<file path="src/rtl/demux_lane_deserializer.sv">
// demux_lane_deserializer: per-lane bit-to-word assembly after the 1x4 demux.
// One holding word per lane, drained round-robin through a valid/ready port.
module demux_lane_deserializer #(
  parameter int WORD_W = 8
) (
  input  logic              clk,
  input  logic              rstn,
  input  logic              bit_vld,
  input  logic [1:0]        sel,
  input  logic              a,
  input  logic              b,
  input  logic              c,
  input  logic              d,
  input  logic              clr,
  output logic              out_vld,
  input  logic              out_rdy,
  output logic [WORD_W-1:0] out_data,
  output logic [1:0]        out_lane,
  output logic [3:0]        ovf,
  input  logic [3:0]        ovf_clr
);

  localparam int SW = WORD_W - 1;
  localparam int CW = (WORD_W > 2) ? $clog2(WORD_W) : 1;
  localparam logic [CW-1:0] LAST = CW'(WORD_W - 1);

  logic [SW-1:0]     sreg_q [4];
  logic [SW-1:0]     sreg_d [4];
  logic [CW-1:0]     cnt_q  [4];
  logic [CW-1:0]     cnt_d  [4];
  logic [WORD_W-1:0] hold_q [4];
  logic [WORD_W-1:0] hold_d [4];
  logic [3:0]        hold_full_q, hold_full_d;
  logic [3:0]        ovf_q, ovf_d, ovf_set;
  logic              out_vld_q, out_vld_d;
  logic [WORD_W-1:0] out_data_q, out_data_d;
  logic [1:0]        out_lane_q, out_lane_d;
  logic [1:0]        rr_q, rr_d;

  logic [1:0] lane;
  logic       bit_in;
  logic       load;
  logic       found;
  logic [1:0] win;
  logic [1:0] idx;
  logic [3:0] pop;

  // Map the demux select code to a lane index and pick that lane's bit.
  always_comb begin
    lane   = 2'd0;
    bit_in = a;
    unique case (sel)
      2'b00: begin lane = 2'd0; bit_in = a; end
      2'b10: begin lane = 2'd1; bit_in = b; end
      2'b01: begin lane = 2'd2; bit_in = c; end
      2'b11: begin lane = 2'd3; bit_in = d; end
    endcase
  end

  // Round-robin pick of a full holding reg and output register update.
  always_comb begin
    found      = 1'b0;
    win        = 2'd0;
    idx        = 2'd0;
    pop        = 4'b0;
    load       = !out_vld_q || out_rdy;
    out_vld_d  = out_vld_q;
    out_data_d = out_data_q;
    out_lane_d = out_lane_q;
    rr_d       = rr_q;
    for (int k = 0; k < 4; k++) begin
      idx = rr_q + 2'(k);
      if (!found && hold_full_q[idx]) begin
        found = 1'b1;
        win   = idx;
      end
    end
    if (load) begin
      if (found) begin
        pop[win]   = 1'b1;
        out_vld_d  = 1'b1;
        out_data_d = hold_q[win];
        out_lane_d = win;
        rr_d       = win + 2'd1;
      end else begin
        out_vld_d  = 1'b0;
      end
    end
  end

  // Shift the decoded lane; hand finished words to holding or flag overflow.
  always_comb begin
    for (int l = 0; l < 4; l++) begin
      sreg_d[l] = sreg_q[l];
      cnt_d[l]  = cnt_q[l];
      hold_d[l] = hold_q[l];
    end
    hold_full_d = hold_full_q & ~pop;
    ovf_set     = 4'b0;
    if (bit_vld) begin
      sreg_d[lane] = SW'({sreg_q[lane], bit_in});
      if (cnt_q[lane] == LAST) begin
        cnt_d[lane] = '0;
        if (!hold_full_q[lane] || pop[lane]) begin
          hold_d[lane]      = {sreg_q[lane], bit_in};
          hold_full_d[lane] = 1'b1;
        end else begin
          ovf_set[lane] = 1'b1;
        end
      end else begin
        cnt_d[lane] = cnt_q[lane] + CW'(1);
      end
    end
  end

  // Sticky overflow: a new drop wins over a same-cycle clear.
  always_comb begin
    ovf_d = ovf_q & ~ovf_clr;
    if (!clr) ovf_d = ovf_d | ovf_set;
  end

  // State registers; clr flushes everything except the overflow flags.
  always_ff @(posedge clk) begin
    if (!rstn || clr) begin
      for (int l = 0; l < 4; l++) begin
        sreg_q[l] <= '0;
        cnt_q[l]  <= '0;
        hold_q[l] <= '0;
      end
      hold_full_q <= 4'b0;
      out_vld_q   <= 1'b0;
      out_data_q  <= '0;
      out_lane_q  <= 2'd0;
      rr_q        <= 2'd0;
    end else begin
      for (int l = 0; l < 4; l++) begin
        sreg_q[l] <= sreg_d[l];
        cnt_q[l]  <= cnt_d[l];
        hold_q[l] <= hold_d[l];
      end
      hold_full_q <= hold_full_d;
      out_vld_q   <= out_vld_d;
      out_data_q  <= out_data_d;
      out_lane_q  <= out_lane_d;
      rr_q        <= rr_d;
    end
  end

  // Overflow register, cleared only by reset or ovf_clr.
  always_ff @(posedge clk) begin
    if (!rstn) ovf_q <= 4'b0;
    else       ovf_q <= ovf_d;
  end

  assign out_vld  = out_vld_q;
  assign out_data = out_data_q;
  assign out_lane = out_lane_q;
  assign ovf      = ovf_q;

endmodule

</file>
<file path="config.mk">
export PLATFORM = sky130hd
export DESIGN_NAME = demux_lane_deserializer
export DESIGN_NICKNAME = d
export VERILOG_FILES = /design/src/rtl/demux_lane_deserializer.sv
export SDC_FILE = /design/constraint.sdc
export NUM_CORES = 1
export LEC_CHECK = 0
export ABC_AREA = 0
export CORE_MARGIN = 3
export CORE_UTILIZATION = 33
export DETAILED_ROUTE_END_ITERATION = 16
export SYNTH_ARGS = -nofsm -noshare
export SYNTH_HDL_FRONTEND = slang
export SYNTH_SLANG_ARGS = --single-unit
</file>
<file path="constraint.sdc">
create_clock -name clk -period 6.3 [get_ports clk]
set_input_delay 1.89 -clock clk [delete_from_list [all_inputs] [get_ports clk]]
set_output_delay 1.89 -clock clk [all_outputs]
set_load 0.02 [all_outputs]
</file>
Yosys cells after proc, flatten, opt, wreduce, memory -nomap -nowiden
Memories as Yosys holds them, arrays and structs flattened. A register that Yosys moved wholly into a read port is not among the register bits.
Index checks and enable logic that the tools add are counted.
W data, S select, Z words.
- word-level logic and storage cells: 131
- register bits: 13
- memories: 3
- input bits: 15
- RAM bits: 72
- order comparisons: 10
- muxes and demuxes: 66
- bitwise operators: 21
- equality and inequality tests: 4
- add/subtract/negate cells: 5
- reduce and logical (&&, ||, !) cells: 17
- memories (name ; words ; bits a word ; rd ports ; clocked after memory_dff ; wr ports ; line ; RTL):
    hold_q ; 4 ; 8 ; 5 ; 1 ; 4 ; 31 ; logic [WORD_W-1:0] hold_q [4];
    sreg_q ; 4 ; 7 ; 5 ; 0 ; 4 ; 27 ; logic [SW-1:0] sreg_q [4];
    cnt_q ; 4 ; 3 ; 5 ; 0 ; 4 ; 29 ; logic [CW-1:0] cnt_q [4];
- operators by type and width (kind ; number):
    $mux W32 ; 3
    $mux W8 ; 5
    $mux W4 ; 9
    $mux W7 ; 5
    $bwmux W32 ; 1
    $bwmux W28 ; 1
    $mux W28 ; 1
    $mux W12 ; 2
    $lt A2 B3 Y1 const B ; 6
    $demux W8 S2 ; 1
    $mux W1 ; 16
    $mux W3 ; 5
    $demux W7 S2 ; 1
    $and A12 B12 Y12 ; 1
    $bmux W1 S2 ; 6
    $bwmux W12 ; 1
    $not A12 Y12 ; 1
    $or A1 B1 Y1 ; 12
    $and A4 B4 Y4 ; 2
    $mux W2 ; 4
    $not A4 Y4 ; 2
    $or A4 B4 Y4 ; 2
    $pmux W2 S4 ; 1
    $demux W3 S2 ; 1
    other kinds (17) ; 34

Longest topological paths before layout
Gate-level depths: netlist (run 1).
- depth after elaboration: 26
- mapped depth: 14
- mapped depth without buffers: 10

Least setup slack after synthesis (run 1)
Ideal clock, no wire load.
- path type: input to register
- from: input port sel[0]
- to: memory hold_q[2][0]
- arrival time: 4.597 ns
- required time: 6.228 ns
- path slack: 1.631 ns
- stages on the path: 13
- buffers on the path: 6
- path through: buf_1 -> clkbuf_1 -> buf_1 -> mux4_2 -> ha_1 -> ha_1 -> clkbuf_1 -> nand2_1 -> clkbuf_1 -> nor2_1 -> o21ai_1 -> buf_2 -> mux2i_1
- RTL lines (element ; line ; RTL):
    from (decl) ; 9 ; input logic [1:0] sel,
    to (decl) ; 31 ;

==> run_results.csv, run 1 <==
group,metric,value,unit
power_and_ir_drop,powerDensity,229,nW/um^2
yosys,dominantRegCellSynth,"dfxtp_1",
global_route,overflow,0,
timing,drv_slew,0,
floorplan,start_util,34.0,%
clock_network,htreeDepth,3,
detailed_routing,drt-total-wl,10900,um
yosys,synth.avg_cell_area,9.06,um^2
timing,setup_violations,0,
timing,fin_crit,5.08,ns
timing,holdWs,0.454,ns
detailed_routing,firstDrtPassIters,4,
global_route,grt_pass1_wl,18300,um
detailed_routing,detail-route-antenna-nets,0,
global_route,antenna_found_initial,0,
timing,hold_viol,0,
critical_path,crit_type,"in2reg",
clock_network,cts.sinks,93,
layout,diodes,0,
power_and_ir_drop,p_sw,256,uW
power_and_ir_drop,ir_worst_vdd,0.124,mV
yosys,netlist_instances,480,
floorplan,dieArea,14600,um^2
placement,place_hpwl,7290,um
power_and_ir_drop,clkPwrFrac,44.2,%
timing,tns,0,ns
yosys,synth_cell_types,50,
global_route,grt_pass1_vias,3525,
yosys,synth.area.top_cells,"dfxtp_1, mux2i_1, nand2_1",
critical_path,timing.rr.start,"hold_full_q[0]",
floorplan,chipWidth,121,um
yosys,synth-seq-cells,93,
yosys,synth_top_area_share,42.8,%
global_route,grt_max_degree,48,
power_and_ir_drop,power_frac_seq,51.2,%
floorplan,die_h,121,um
critical_path,crit_required,6.56,ns
critical_path,crit_path_start_kind,"input port",
timing,tightest_slew,1.09,ns
layout,layout-drive-gt1-share,8.87,%
layout,mostFrequentLayoutCell,"dfxtp_1",
critical_path,cp-endpoint,"hold_q[0][3]",
floorplan,pin_count,30,
job,max_cap_violations,0,
floorplan,fp-row-count,41,
power_and_ir_drop,swShare,22.2,%
timing,clock_skew,0.00666,ns
detailed_routing,vias,3588,
placement,gp_congestion,0.836,
yosys,yosysSeqAreaShare,42.8,%
timing,rsz0062_at_grt,"no",
critical_path,regToRegSetupSlack,3.59,ns
detailed_routing,via_per_inst,5.37,
yosys,netlist_area,4350,um^2
timing,max_freq,197,MHz
detailed_routing,wl_per_cell,16.4,um
power_and_ir_drop,cellLeakagePower,1.76,nW
layout,nNetsFinal,508,
critical_path,crit_path_max_fanout,18,
clock_network,path_clk_slew,0.06,ns
critical_path,startpoint,"sel[0]",
layout,area_delta_synth_final,15.6,%
critical_path,critPathArrivalTime,5.34,ns
clock_network,holdBufCountCts,0,
clock_network,cts_tree,"done",
clock_network,clk_latency,0.34,ns
min_path,min_path_type,"reg2reg",
critical_path,critPathCaptureType,"flip-flop",
power_and_ir_drop,combinationalPowerShare,4.6,%
clock_network,ctsResizeCount,0,
layout,layout_common_cells,"dfxtp_1, nand2_1, a21oi_1",
run_status,outcome,"finished clean",
global_route,use_met1,20.6,%
global_route,grt.total_usage,15.7,%
power_and_ir_drop,internal_power,895,uW
clock_network,cts_setup_buffers,0,
detailed_routing,drt_iter0_drc,286,
clock_network,cts-root-buf,"clkbuf_16",
timing,period_share,80.6,%
critical_path,rr_endpoint,"hold_q[2][4]",
yosys,async_flop_share,0,%
yosys,synth_area_leader_cell,"dfxtp_1",
placement,io_buffers,29,
global_route,busiest_layer,"met2",
global_route,grtUsageMet3,3.32,%
timing,relSlewSlack,27.0,%
yosys,syn-num-nets,497,
power_and_ir_drop,p_total,1.15,mW
clock_network,cts_max_path_buffers,2,
floorplan,core_area,12800,um^2
layout,num-fill-cells,1248,
clock_network,numCtsBuffers,9,
detailed_routing,route.detailed.drc,0,
yosys,yosys_warnings,0,
yosys,synth_edf_count,0,
global_route,grt.met2_usage,25.4,%
critical_path,r2r_cells,7,
-- worst max-delay path: stages --
cell and delay [ns]:
clkdlybuf4s50_1 1.02, nor2b_1 0.28, o2bb2ai_1 0.16, a21o_1 0.14
ha_1 0.15, ha_1 0.32, nand3_1 0.37, o31ai_2 0.68
a22oi_1 0.15, a21oi_1 0.17
-- area by class of cell --
cell class	count	area, um^2	area share [%]
clock inverters	4	22.5	0.448
well taps	172	215	4.28
clock buffers	12	256	5.10
flip-flops and latches	93	1860	37.0
repair buffers	36	343	6.82
inverters	5	18.8	0.373
multi-input cells	346	2310	45.9
-- flip-flops by register name (all words and copies together) (netlist names) --
register     flops
rr_q             2
out_lane         2
hold_full_q      4
ovf              4
out_data         8
sreg_q          28
cnt_q           12
out_vld          1
hold_q          32
-- how the worst min path moves through the flow --
stage	startpoint	end	slack [ns]	cells past startpoint
after floorplan	cnt_q[2][1]	cnt_q[2][1]	0.43	2
after global placement	sreg_q[2][5]	sreg_q[2][5]	0.44	2
after detailed placement	sreg_q[2][2]	sreg_q[2][2]	0.45	2
after CTS	sreg_q[2][2]	sreg_q[2][2]	0.45	2
after global routing	hold_q[3][6]	hold_q[3][6]	0.47	2
final	sreg_q[2][2]	sreg_q[2][2]	0.45	2
-- layer usage --
layer / vias up / routed length (um)
li1: 1753 / -
met1: 1725 / 5060
met2: 92 / 5150
met3: 18 / 517
met4: 0 / 219
met5: - / 0
-- stage by stage --
step / util [%] / instance area, um^2 / std cells / setup slack [ns]
floorplan: - / 4350 / 480 / 1.63
global placement: 37.2 / 4750 / 652 / 1.09
detailed placement: 37.2 / 4750 / 652 / 0.905
CTS: 39.3 / 5030 / 668 / 1.24
global route: 39.3 / 5030 / 668 / 0.885
finish: 39.3 / 5030 / 668 / 1.22
-- power by group through the flow --
| stage | clock network, mW | logic, mW | registers [mW] |
|---|---|---|---|
| after floorplan | 0 | 0.0318 | 0.603 |
| after global placement | 0 | 0.0517 | 0.603 |
| after detailed placement | 0 | 0.0525 | 0.603 |
| after CTS | 0.519 | 0.0528 | 0.589 |
| after global routing | 0.548 | 0.0569 | 0.589 |
| final | 0.509 | 0.0524 | 0.589 |
-- logic make-up after synthesis --
| group | Yosys count | share of synthesized area, % |
|---|---|---|
| mux | 53 | 15.4 |
| flops | 93 | 42.8 |
| buf+inv | 41 | 4.14 |
| compound gates | 122 | 18.4 |
| xor+xnor | 1 | 0.201 |
| fa+ha+maj | 2 | 0.575 |
| simple gates | 168 | 18.4 |
-- synthesized netlist by cell type (3+ instances only) --
library cell,instances
clkbuf_1,25
nand3b_1,4
buf_1,3
nor2_1,29
nor2b_1,8
a21oi_1,53
o41ai_1,9
mux2i_1,42
a211o_1,9
o211ai_1,8
mux4_2,11
o21ai_0,8
o31ai_1,3
nand2_1,83
a22oi_1,8
buf_2,6
inv_1,5
dfxtp_1,93
nand3_1,13
a211oi_1,9
nor3_1,6
nor3b_1,8
nand2b_1,3
Note: power is estimated with default switching activity, not from simulation.
==> run 2, diff against run 1 <==
==> constraint.sdc (replaced) <==
create_clock -name clk -period 4.8 [get_ports clk]
set_input_delay 1.44 -clock clk [delete_from_list [all_inputs] [get_ports clk]]
set_output_delay 1.44 -clock clk [all_outputs]
set_load 0.02 [all_outputs]
==> run_results.csv, run 2 (synthesis results as in run 1) <==
group,metric,value,unit
run_status,outcome,"finished clean",
critical_path,slowest_delay,0.68,ns
layout,mostFrequentLayoutCell,"dfxtp_1",
floorplan,start_util,34.0,%
clock_network,htreeDepth,3,
detailed_routing,route.detailed.drc,0,
layout,seq_area,1860,um^2
timing,relSlewSlack,37.6,%
detailed_routing,firstDrtPassIters,4,
timing,tightest_slew,0.936,ns
critical_path,crit_path_start_kind,"input port",
layout,top_regs,"hold_q: 32 flops, sreg_q: 28 flops, cnt_q: 12 flops",
power_and_ir_drop,ir_worst_vdd,0.187,mV
floorplan,fp-row-count,41,
layout,largest_reg_flops,32,
critical_path,crit_required,5.07,ns
floorplan,dieArea,14600,um^2
clock_network,cts_setup_buffers,0,
timing,holdWs,0.453,ns
clock_network,cts_max_path_buffers,2,
critical_path,critPathArrivalTime,4.50,ns
critical_path,crit_type,"in2reg",
global_route,antenna_found_initial,0,
placement,io_buffers,29,
critical_path,critical_path.most_common_cell,"ha_1",
critical_path,critPathCaptureType,"flip-flop",
timing,rsz0062_at_grt,"no",
global_route,overflow,0,
detailed_routing,drt_iter0_drc,303,
floorplan,pin_count,30,
floorplan,die_h,121,um
job,max_cap_violations,0,
timing,drv_slew,0,
layout,final_cell_area,5070,um^2
layout,area_delta_synth_final,16.6,%
floorplan,core_area,12800,um^2
clock_network,cts-root-buf,"clkbuf_16",
placement,place_area,4780,um^2
layout,largest-register,"hold_q",
detailed_routing,wl_per_cell,16.2,um
timing,period_share,88.1,%
timing,setup_violations,0,
timing,clock_skew,0.00663,ns
timing,fin_crit,4.23,ns
min_path,min_path_type,"reg2reg",
global_route,grt.total_usage,15.8,%
global_route,grt_pass1_wl,18400,um
clock_network,cts_tree,"done",
clock_network,clk_latency,0.34,ns
global_route,grt_pass1_vias,3618,
timing,tns,0,ns
floorplan,chipWidth,121,um
detailed_routing,detail-route-antenna-nets,0,
timing,max_freq,236,MHz
critical_path,cp_slowest_cell,"o31ai_2",
layout,nNetsFinal,512,
critical_path,crit_path_cell_trace,"clkdlybuf4s50_1 -> buf_4 -> nor2_1 -> a21o_1 -> ha_1 -> ha_1 -> nand3_1 -> o31ai_2 -> a22oi_1 -> a21oi_1",
layout,diodes,0,
power_and_ir_drop,cellLeakagePower,1.78,nW
timing,setup_ws,0.571,ns
clock_network,ctsResizeCount,0,
detailed_routing,vias,3576,
placement,place_ws,0.227,ns
clock_network,cts.sinks,93,
power_and_ir_drop,p_total,1.55,mW
placement,gp_congestion,0.833,
placement,place_hpwl,7110,um
clock_network,numCtsBuffers,9,
detailed_routing,via_per_inst,5.32,
critical_path,crit_path_max_fanout,14,
layout,layout-drive-gt1-share,9.40,%
detailed_routing,drt-total-wl,10900,um
global_route,grt_max_degree,45,
clock_network,holdBufCountCts,0,
layout,layout_common_cells,"dfxtp_1, nand2_1, a21oi_1",
clock_network,path_clk_slew,0.06,ns
layout,num-fill-cells,1256,
power_and_ir_drop,powerDensity,306,nW/um^2
timing,hold_viol,0,
layout,multiInputGateArea,2310,um^2
## run 2: cell types whose count changed in the layout (fill, tap and decap cells not counted)
cell,before,now
bufinv_16,0,1
clkbuf_8,2,1
clkbuf_1,1,2
buf_4,7,11
clkinv_2,3,2
## run 2: cell type report
class	instances	share of cell area, %
inverters	5	0.370
multi-input cells	346	45.5
repair buffers	40	7.35
well taps	172	4.24
clock inverters	4	0.938
clock buffers	12	4.86
flip-flops and latches	93	36.7
## run 2: power by group
part | internal, mW | leakage [nW] | switching, mW
combinational | 0.0263 | 0.887 | 0.0434
sequential | 0.773 | 0.749 | 0.000776
clock | 0.416 | 0.143 | 0.291
## run 2: final timing paths
path / endpoint / slack [ns] / depth (start not counted) / startpoint
worst max register to register: hold_q[0][5] / 2.07 / 9 / cnt_q[3][0]
worst min register to register: out_data[5] / 0.45 / 2 / out_data[5]
worst min-delay path: out_data[5] / 0.45 / 2 / out_data[5]
worst max-delay path: hold_q[0][5] / 0.57 / 10 / sel[1]
## run 2: routing by layer
metal / global-route usage [%] / wire [um] / vias to the layer above
li1: - / - / 1762
met3: 3.13 / 551 / 15
met2: 24.7 / 5060 / 93
met5: 0 / 0 / -
met1: 21.2 / 5000 / 1706
met4: 7.29 / 247 / 0
## run 2: worst max-delay path, delay by kind of cell
kind                       cells  cell delay (ns)
and+or+nand+nor                2             0.54
AOI/OAI and AO/OA              4             1.14
adders and majority gates      2             0.51
buffers and inverters          2             0.85
## run 2: metrics by stage
stage | cells | util, %
final | 672 | 39.7
after global routing | 672 | 39.7
after CTS | 672 | 39.7
after detailed placement | 656 | 37.4
after global placement | 656 | 37.4
after floorplan | 480 | -
